File: src/rtl/seven_segment_fsm_if.sv
// Operand-entry and display bus of the binary16 multiplier.
// The board side (switches, button and digits) is the master; the design is the slave.
interface seven_segment_fsm_if;
  logic [15:0] na;
  logic        SAVE;
  logic [6:0]  LED_out;
  logic        d0;
  logic        d1;
  logic        d2;
  logic        d3;

  modport master (
    output na,
    output SAVE,
    input  LED_out,
    input  d0,
    input  d1,
    input  d2,
    input  d3
  );

  modport slave (
    input  na,
    input  SAVE,
    output LED_out,
    output d0,
    output d1,
    output d2,
    output d3
  );
endinterface

File: src/rtl/seven_segment_fsm.sv
// Binary16 multiplier with a three-state operand-entry FSM and a multiplexed
// 4-digit common-anode hex display (live operand while loading, product in SHOW).
module seven_segment_fsm #(
  parameter int REFRESH_BITS = 18
) (
  input logic           clk,
  input logic           rst,
  seven_segment_fsm_if.slave bus
);

  typedef enum logic [1:0] {
    LOAD_A = 2'd0,
    LOAD_B = 2'd1,
    SHOW   = 2'd2
  } state_t;

  state_t                  state_reg;
  state_t                  state_next;
  logic [15:0]             a_reg;
  logic [15:0]             a_next;
  logic [15:0]             b_reg;
  logic [15:0]             b_next;
  logic                    save_q_reg;
  logic [REFRESH_BITS-1:0] refresh_reg;
  logic                    save_evt;

  assign save_evt = bus.SAVE & ~save_q_reg;

  always_ff @(posedge clk or posedge rst) begin
    if (rst) begin
      state_reg   <= LOAD_A;
      a_reg       <= 16'h0000;
      b_reg       <= 16'h0000;
      save_q_reg  <= 1'b0;
      refresh_reg <= '0;
    end else begin
      state_reg   <= state_next;
      a_reg       <= a_next;
      b_reg       <= b_next;
      save_q_reg  <= bus.SAVE;
      refresh_reg <= refresh_reg + REFRESH_BITS'(1);
    end
  end

  // A capture from SHOW starts the next calculation directly, skipping LOAD_A.
  always_comb begin
    state_next = state_reg;
    a_next     = a_reg;
    b_next     = b_reg;
    case (state_reg)
      LOAD_A: begin
        if (save_evt) begin
          a_next     = bus.na;
          state_next = LOAD_B;
        end
      end
      LOAD_B: begin
        if (save_evt) begin
          b_next     = bus.na;
          state_next = SHOW;
        end
      end
      SHOW: begin
        if (save_evt) begin
          a_next     = bus.na;
          state_next = LOAD_B;
        end
      end
      default: begin
        state_next = LOAD_A;
      end
    endcase
  end

  // Multiplier datapath
  logic              sign_a;
  logic              sign_b;
  logic [4:0]        exp_a;
  logic [4:0]        exp_b;
  logic [9:0]        frac_a;
  logic [9:0]        frac_b;
  logic              nan_a;
  logic              nan_b;
  logic              inf_a;
  logic              inf_b;
  logic              zero_a;
  logic              zero_b;
  logic              sign_p;
  logic [21:0]       sig_prod;
  logic              norm_shift;
  logic signed [7:0] exp_sum;
  logic [9:0]        frac_p;
  logic [15:0]       product;
  logic              unused_frac_bits;

  assign sign_a = a_reg[15];
  assign sign_b = b_reg[15];
  assign exp_a  = a_reg[14:10];
  assign exp_b  = b_reg[14:10];
  assign frac_a = a_reg[9:0];
  assign frac_b = b_reg[9:0];

  assign nan_a  = (exp_a == 5'h1F) && (frac_a != 10'h000);
  assign nan_b  = (exp_b == 5'h1F) && (frac_b != 10'h000);
  assign inf_a  = (exp_a == 5'h1F) && (frac_a == 10'h000);
  assign inf_b  = (exp_b == 5'h1F) && (frac_b == 10'h000);
  // Subnormals are flushed: any zero exponent field counts as zero.
  assign zero_a = (exp_a == 5'h00);
  assign zero_b = (exp_b == 5'h00);

  assign sign_p     = sign_a ^ sign_b;
  assign sig_prod   = {11'h000, 1'b1, frac_a} * {11'h000, 1'b1, frac_b};
  assign norm_shift = sig_prod[21];
  assign exp_sum    = signed'({3'b000, exp_a}) + signed'({3'b000, exp_b})
                    - 8'sd15 + signed'({7'b0000000, norm_shift});
  // Truncation: bits below the kept fraction are simply dropped.
  assign frac_p     = norm_shift ? sig_prod[20:11] : sig_prod[19:10];
  assign unused_frac_bits = ^sig_prod[9:0];

  always_comb begin
    product = 16'h0000;
    if (nan_a || nan_b || (inf_a && zero_b) || (inf_b && zero_a)) begin
      product = 16'h7E00;
    end else if (inf_a || inf_b) begin
      product = {sign_p, 15'h7C00};
    end else if (zero_a || zero_b) begin
      product = {sign_p, 15'h0000};
    end else if (exp_sum >= 8'sd31) begin
      product = {sign_p, 15'h7C00};
    end else if (exp_sum <= 8'sd0) begin
      product = {sign_p, 15'h0000};
    end else begin
      product = {sign_p, exp_sum[4:0], frac_p};
    end
  end

  // Display multiplexing
  logic [15:0] disp_value;
  logic [1:0]  sel;
  logic [3:0]  nibble;
  logic [3:0]  digit_n;

  assign disp_value = (state_reg == SHOW) ? product : bus.na;
  assign sel        = refresh_reg[REFRESH_BITS-1 -: 2];
  assign nibble     = disp_value[{sel, 2'b00} +: 4];

  generate
    for (genvar gi = 0; gi < 4; gi++) begin : g_digit
      assign digit_n[gi] = (sel != 2'(gi));
    end
  endgenerate

  assign bus.d0 = digit_n[0];
  assign bus.d1 = digit_n[1];
  assign bus.d2 = digit_n[2];
  assign bus.d3 = digit_n[3];

  always_comb begin
    bus.LED_out = 7'b1111111;
    case (nibble)
      4'h0: bus.LED_out = 7'b0000001;
      4'h1: bus.LED_out = 7'b1001111;
      4'h2: bus.LED_out = 7'b0010010;
      4'h3: bus.LED_out = 7'b0000110;
      4'h4: bus.LED_out = 7'b1001100;
      4'h5: bus.LED_out = 7'b0100100;
      4'h6: bus.LED_out = 7'b0100000;
      4'h7: bus.LED_out = 7'b0001111;
      4'h8: bus.LED_out = 7'b0000000;
      4'h9: bus.LED_out = 7'b0000100;
      4'hA: bus.LED_out = 7'b0001000;
      4'hB: bus.LED_out = 7'b1100000;
      4'hC: bus.LED_out = 7'b0110001;
      4'hD: bus.LED_out = 7'b1000010;
      4'hE: bus.LED_out = 7'b0110000;
      4'hF: bus.LED_out = 7'b0111000;
      default: bus.LED_out = 7'b1111111;
    endcase
  end

endmodule

File: src/flat_wrapper.sv
// flat-port wrapper written by rule: the top's interface ports become plain ports
module seven_segment_fsm_flat 
#(
  parameter int REFRESH_BITS = 18
)
  (clk, rst, bus_na, bus_SAVE, bus_LED_out, bus_d0, bus_d1, bus_d2, bus_d3);
  seven_segment_fsm_if bus_i ();
  input logic clk;
  input logic rst;
  input wire logic [$bits(bus_i.na)-1:0] bus_na;
  input wire logic [$bits(bus_i.SAVE)-1:0] bus_SAVE;
  output wire logic [$bits(bus_i.LED_out)-1:0] bus_LED_out;
  output wire logic [$bits(bus_i.d0)-1:0] bus_d0;
  output wire logic [$bits(bus_i.d1)-1:0] bus_d1;
  output wire logic [$bits(bus_i.d2)-1:0] bus_d2;
  output wire logic [$bits(bus_i.d3)-1:0] bus_d3;
  assign bus_i.na = bus_na;
  assign bus_i.SAVE = bus_SAVE;
  assign bus_LED_out = bus_i.LED_out;
  assign bus_d0 = bus_i.d0;
  assign bus_d1 = bus_i.d1;
  assign bus_d2 = bus_i.d2;
  assign bus_d3 = bus_i.d3;
  seven_segment_fsm #(.REFRESH_BITS(REFRESH_BITS)) u_core (.clk(clk), .rst(rst), .bus(bus_i));
endmodule
File: config.mk
export PLATFORM = sky130hd
export DESIGN_NAME = seven_segment_fsm_flat
export DESIGN_NICKNAME = d
export VERILOG_FILES = /design/src/rtl/seven_segment_fsm_if.sv /design/src/rtl/seven_segment_fsm.sv /design/src/flat_wrapper.sv
export SDC_FILE = /design/constraint.sdc
export NUM_CORES = 1
export LEC_CHECK = 0
export ABC_CLOCK_PERIOD_IN_PS = 12200
export BUFFER_PORTS_ARGS = -buffer_cell sky130_fd_sc_hd__buf_2
export CORE_MARGIN = 2
export CORE_UTILIZATION = 67
export CTS_CLUSTER_DIAMETER = 40
export CTS_CLUSTER_SIZE = 12
export DETAILED_ROUTE_END_ITERATION = 8
export PLACE_DENSITY = 0.86
export REMOVE_ABC_BUFFERS = 1
export SLEW_MARGIN = 30
export SYNTH_ARGS = -nofsm -noshare
export SYNTH_HDL_FRONTEND = slang
export SYNTH_SLANG_ARGS = --single-unit
File: constraint.sdc
create_clock -name clk -period 12.2 [get_ports clk]
set_input_delay 0 -clock clk [delete_from_list [all_inputs] [get_ports clk]]
set_output_delay 0 -clock clk [all_outputs]
set_load 0.02 [all_outputs]
# Word level (Yosys, flattened, before mapping)
# Memory sizes are Yosys's and may differ from the RTL's.
# Cells that the tools add are included.
[word_totals]
register_bits = 53
rom_bits = 112
in_bits = 19
out_inout_bits = 11
word_cells = 59
memories = 1
[classes]
n_addsub = 4
multipliers = 1
n_lt_le_gt_ge = 2
n_eq_ne = 9
n_shift = 1
mux = 10
n_bitwise = 3
n_reduce_logical = 23
[memory_table]
columns = ["name", "depth", "width", "read_ports", "rd_clocked_by_memory_dff", "write_ports", "line", "rtl"]
rows = [
  ["(no name shown)", 16, 7, 1, 0, 0, "seven_segment_fsm.sv:160", "case (nibble)"],
]
[op_table]
columns = ["cell", "n"]
rows = [
  ["$mux 15", 4],
  ["$mux 16", 2],
  ["$mul 11x11->22", 1],
  ["$logic_not 10->1", 2],
  ["$reduce_bool 10->1", 2],
  ["$add 18x1->18 const B", 1],
  ["$shiftx 16x5->4", 1],
  ["$eq 5x5->1 const B", 2],
  ["$logic_not 5->1", 2],
  ["$mux 10", 1],
  ["$add 8x2->8", 1],
  ["$ge 8x6->1 const B", 1],
  ["$le 8x1->1 const B", 1],
  ["$sub 8x5->8 const B", 1],
  ["$add 5x5->6", 1],
  ["$logic_and 1x1->1", 6],
  ["$ne 2x1->1 const B", 3],
  ["$reduce_and 2->1", 3],
  ["$logic_or 1x1->1", 5],
  ["$mux 2", 2],
  ["$ne 2x2->1 const B", 2],
  ["$pmux 2 s2", 1],
  ["$eq 2x1->1 const B", 1],
  ["$eq 2x2->1 const B", 1],
  ["other kinds (6)", 6],
]

# Depth between registers and ports, before layout
# An unclocked memory read counts as a cell.
[depth]
word_depth = 12
mapped_depth = 36
mapped_depth_nobuf = 34

# Worst setup path after synthesis
# Ideal clock, no wire load.
[synth_timing]
kind = "register to output"
startpoint = "reg u_core.a_reg[2]"
endpoint = "out bus_LED_out[6]"
arrival_time_ps = 7726
required_ps = 12200
path_slack_ps = 4474
path_stages_with_launch = 33
cell_sequence = "dfrtp_1 > clkbuf_1 > inv_1 > fa_1 > inv_1 > fa_1 > fa_1 > fa_1 > inv_1 > fa_1 > inv_1 > ha_1 > nand2_1 > o21ai_0 > a31oi_1 > a221o_1 > or2_1 > buf_6 > inv_2 > ha_1 > inv_1 > ha_1 > nor2b_1 > and3_1 > o32ai_1 > nand3_1 > mux2i_1 > and2_1 > o31ai_1 > nor4b_2 > clkbuf_4 > xnor2_1 > a211oi_1"
[synth_via]
elab_chain_len = 11
[synth_lines]
columns = ["item", "line", "rtl"]
rows = [
  ["start: declaration", "seven_segment_fsm.sv:19", "logic [15:0] a_reg;"],
  ["start signal: assignment", "seven_segment_fsm.sv:38", "a_reg <= a_next;"],
  ["$mul 11x11->22", "seven_segment_fsm.sv:112", "assign sig_prod = {11'h000, 1'b1, frac_a} * {11'h000, 1'b1, frac_b};"],
  ["$add 8x2->8", "seven_segment_fsm.sv:115", "- 8'sd15 + signed'({7'b0000000, norm_shift});"],
  ["$le 8x1->1", "seven_segment_fsm.sv:130", "end else if (exp_sum <= 8'sd0) begin"],
  ["$mux 15", "seven_segment_fsm.sv:130", ""],
  ["$mux 15", "seven_segment_fsm.sv:128", "end else if (exp_sum >= 8'sd31) begin"],
  ["$mux 15", "seven_segment_fsm.sv:126", "end else if (zero_a || zero_b) begin"],
  ["$mux 15", "seven_segment_fsm.sv:124", "end else if (inf_a || inf_b) begin"],
  ["$mux 16 (*)", "seven_segment_fsm.sv:122", "if (nan_a || nan_b || (inf_a && zero_b) || (inf_b && zero_a)) begin"],
  ["$mux 16 (*)", "seven_segment_fsm.sv:143", "assign disp_value = (state_reg == SHOW) ? product : bus.na;"],
  ["$shiftx 16x5->4 (*)", "seven_segment_fsm.sv:145", "assign nibble = disp_value[{sel, 2'b00} +: 4];"],
  ["$mem_v2 16x7 (*)", "n/a", ""],
  ["end: declaration", "flat_wrapper.sv:12", "output wire logic [$bits(bus_i.LED_out)-1:0] bus_LED_out;"],
]
# Mark *: on every way between the ends. The rest lies on a longest branch, timed or not.

# Final worst setup path
[layout_timing]
startpoint = "reg u_core.a_reg[2]"
endpoint = "out bus_LED_out[0]"
# The elaborated chain is that of the path after synthesis.

==> results.txt <==
run status: complete, no violations
placed insts: 945
maximum root-to-sink buffer count: 2
via count: 5954
post-synthesis xor/xnor area fraction: 0.0447
Via density: 6.15
clock root cell: clkbuf_8
Post-synth EDFFs: 0
Slew @ Worst Pin: 0.918 ns
Die W: 108 um
complex-gate fraction of the synthesized area: 0.129
adder-cell share of the synthesized area: 0.339
setup repair after global routing missed its margin: false
GRT overflow: 0
die height: 108 um
slew margin rel.: 0.387
Sum Neg Setup Slack: 0 ns
CTS Sinks: 53
Critical Path Fanout Max: 16
Non-Filler Instances: 968
max reg flops: 18
sequential cell area: 1330 sq um
crit path kind: flip-flop to output pin
fmax: 0.108 GHz
footprint of the multi-input gates: 5340 sq um
largest family of logic cells by synthesized area: adder cells
vias in the first global route: 6242
DR iter-0 viols: 420
post-synthesis instance total: 807
Starting Density: 0.679
WL/cell: 18.7 um
first-pass GRT wire length: 30400 um
WL final: 18100 um
YS warnings: 0
layout cells sized above 1: 0.0990
max_cap viols: 0
area share of the largest cell type after synthesis: 0.219
Synth area leaders: fa_1, dfrtp_1, ha_1
Final min period: 9.30 ns
HP Class: input port to flip-flop
largest stage delay on the critical path: 0.63 ns
CP max-delay cell: dfrtp_1
Final setup viols: 0
fin nets: 997
row cnt: 38
IO Pins: 30
final hold violation count: 0
final estimated routing congestion in global placement: 0.969
Area Overhead vs Synth: 6.15%
Arrival @ worst endpoint: 9.30 ns
clock buffer count from CTS: 5
core area: 10700 sq um
Distinct cells, synth: 75
largest net degree at the start of global routing: 54
Clk pin slew, worst setup/hold paths: 0.10 ns
Worst R2R Setup Slack: 10.41 ns
Die ar.: 11700 sq um
Mean Syn Cell Area: 9.05 sq um
Worst-Skew Late Latency: 0.31 ns
detailed placement HPWL: 14500 um
Yosys top cell by area: fa_1
Routed Antenna Nets: 0
mux contribution to synthesized area: 0.0495
Fillers: 835
CP required: 12.20 ns
n_diodes: 0
crit path capture type: output pin
synthesized area: 7300 sq um
DRT Pass-1 Iters: 8
antenna violations before repair: 0
htree depth: 2
Max Slew Vio Count: 0
Yosys reg bits: 53
GRT Resource Usage Total: 0.335
Startpoint Class: flip-flop
drt drc: 0
Post-synth ARST share: 1.00
Final Skew: 0.0133 ns
Final period util: 0.762
CTS tree: yes
setup bufs post-CTS: 0
sequential fraction of the synthesis area: 0.182
Post-Synth Simple-Gate Area: 0.168
IO Port Bufs: 29
main flop type after synthesis: dfrtp_1
==> worst max-delay path: cells and delay by family, from the launching register on <==
kind                       cells  cell delay [ns]
adders and majority gates      8             3.52
and+or+nand+nor                4             1.08
DFF                            1             0.63
xor gates and xnor gates       1             0.27
AOI/OAI and AO/OA             10             2.73
buffers and inverters          7             0.73
==> cell families after synthesis <==
kind of cell,count (synthesis)
compound gates,131
xor+xnor,33
fa+ha+maj,150
buf+inv,159
flops,53
mux,33
simple gates,248
==> final timing paths <==
path	cells past startpoint	start	endpoint
worst min-delay path	3	bus_na[7]	u_core.b_reg[7]$_DFFE_PP0P_
min in group asynchronous	3	rst	u_core.b_reg[1]$_DFFE_PP0P_
max in group asynchronous	3	rst	u_core.b_reg[11]$_DFFE_PP0P_
worst max-delay path	30	u_core.a_reg[2]$_DFFE_PP0P_	bus_LED_out[0]
worst min register to register	1	u_core.refresh_reg[8]$_DFF_PP0_	u_core.refresh_reg[8]$_DFF_PP0_
worst max register to register	5	u_core.refresh_reg[5]$_DFF_PP0_	u_core.refresh_reg[16]$_DFF_PP0_
==> layout make-up <==
class,instances,area share
well taps,140,0.0226
repair buffers,47,0.0413
clock buffers,5,0.00888
multi-input cells,595,0.690
flip-flops and latches,53,0.171
inverters,126,0.0614
clock inverters,2,0.00501
==> cell usage after synthesis (4+ instances only) <==
master and instances:
mux2i_1 8, o22ai_1 4, nand2_1 86, nor2_1 50, a211oi_1 7, clkbuf_1 24, a21oi_1 26, fa_1 80
and2_1 38, and3_1 8, xnor2_1 24, dfrtp_1 53, a21o_1 5, nor3b_1 6, ha_1 70, nor2b_1 5
mux2_2 25, nand4_1 11, o31ai_1 5, nor4_1 5, a211o_1 5, inv_1 125, nor3_1 5, o21ai_0 30
xor2_1 6, nand3_1 15, o211ai_1 6
==> per-stage QoR <==
stage	setup WS, ns	hold slack [ns]	instance area (sq um)	utilization
after CTS	2.79	0.0160	7740	0.720
after floorplan	4.07	0.0314	7130	-
after global placement	3.48	0.119	7470	0.695
final	2.90	0.0272	7750	0.721
after global routing	2.26	0.0208	7750	0.721
after detailed placement	3.18	0.124	7470	0.695
==> placed cells by master (no fill, tap or decap), types with 3 or more instances in the layout <==
cell type | Yosys | layout
dlygate4sd3_1 | 0 | 16
a211oi_1 | 7 | 7
xnor2_1 | 24 | 24
o31ai_1 | 5 | 5
buf_2 | 3 | 29
and2_1 | 38 | 38
ha_1 | 70 | 70
nand2_1 | 86 | 86
nor3b_1 | 6 | 6
mux2i_1 | 8 | 8
nor2_1 | 50 | 50
and3_1 | 8 | 8
a21oi_1 | 26 | 26
o21bai_1 | 3 | 3
mux2_2 | 25 | 25
a221oi_1 | 3 | 3
inv_1 | 125 | 124
xor2_1 | 6 | 6
nor2b_1 | 5 | 5
nand4_1 | 11 | 11
o22ai_1 | 4 | 4
a31oi_1 | 3 | 3
a211o_1 | 5 | 5
o21ai_0 | 30 | 30
nand3_1 | 15 | 15
nor4_1 | 5 | 5
a21o_1 | 5 | 5
fa_1 | 80 | 80
or2_2 | 3 | 3
nor3_1 | 5 | 5
clkbuf_8 | 0 | 5
nand2b_1 | 3 | 3
dfrtp_1 | 53 | 53
a221o_1 | 3 | 3
a21boi_0 | 3 | 3
o311ai_1 | 3 | 3
o211ai_1 | 6 | 6
==> per-layer routing <==
metal  global-route usage  up-vias  routed length [um]
li1                     -     2711                   -
met1                0.419     2929                6930
met2                0.590      264                9240
met3               0.0482       50                1270
met4                0.125        0                 685
met5                    0        -                   0
==> what timing repair did <==
action / in CTS / in global routing
resized for setup: 0 / 0
hold buffers: 16 / 0
setup endpoints to repair: 0 / 0
endpoints found under the hold margin: 79 / 0
Power is not shown: default switching activity piles up to over one toggle a cycle in this logic, so the estimate is an artifact.
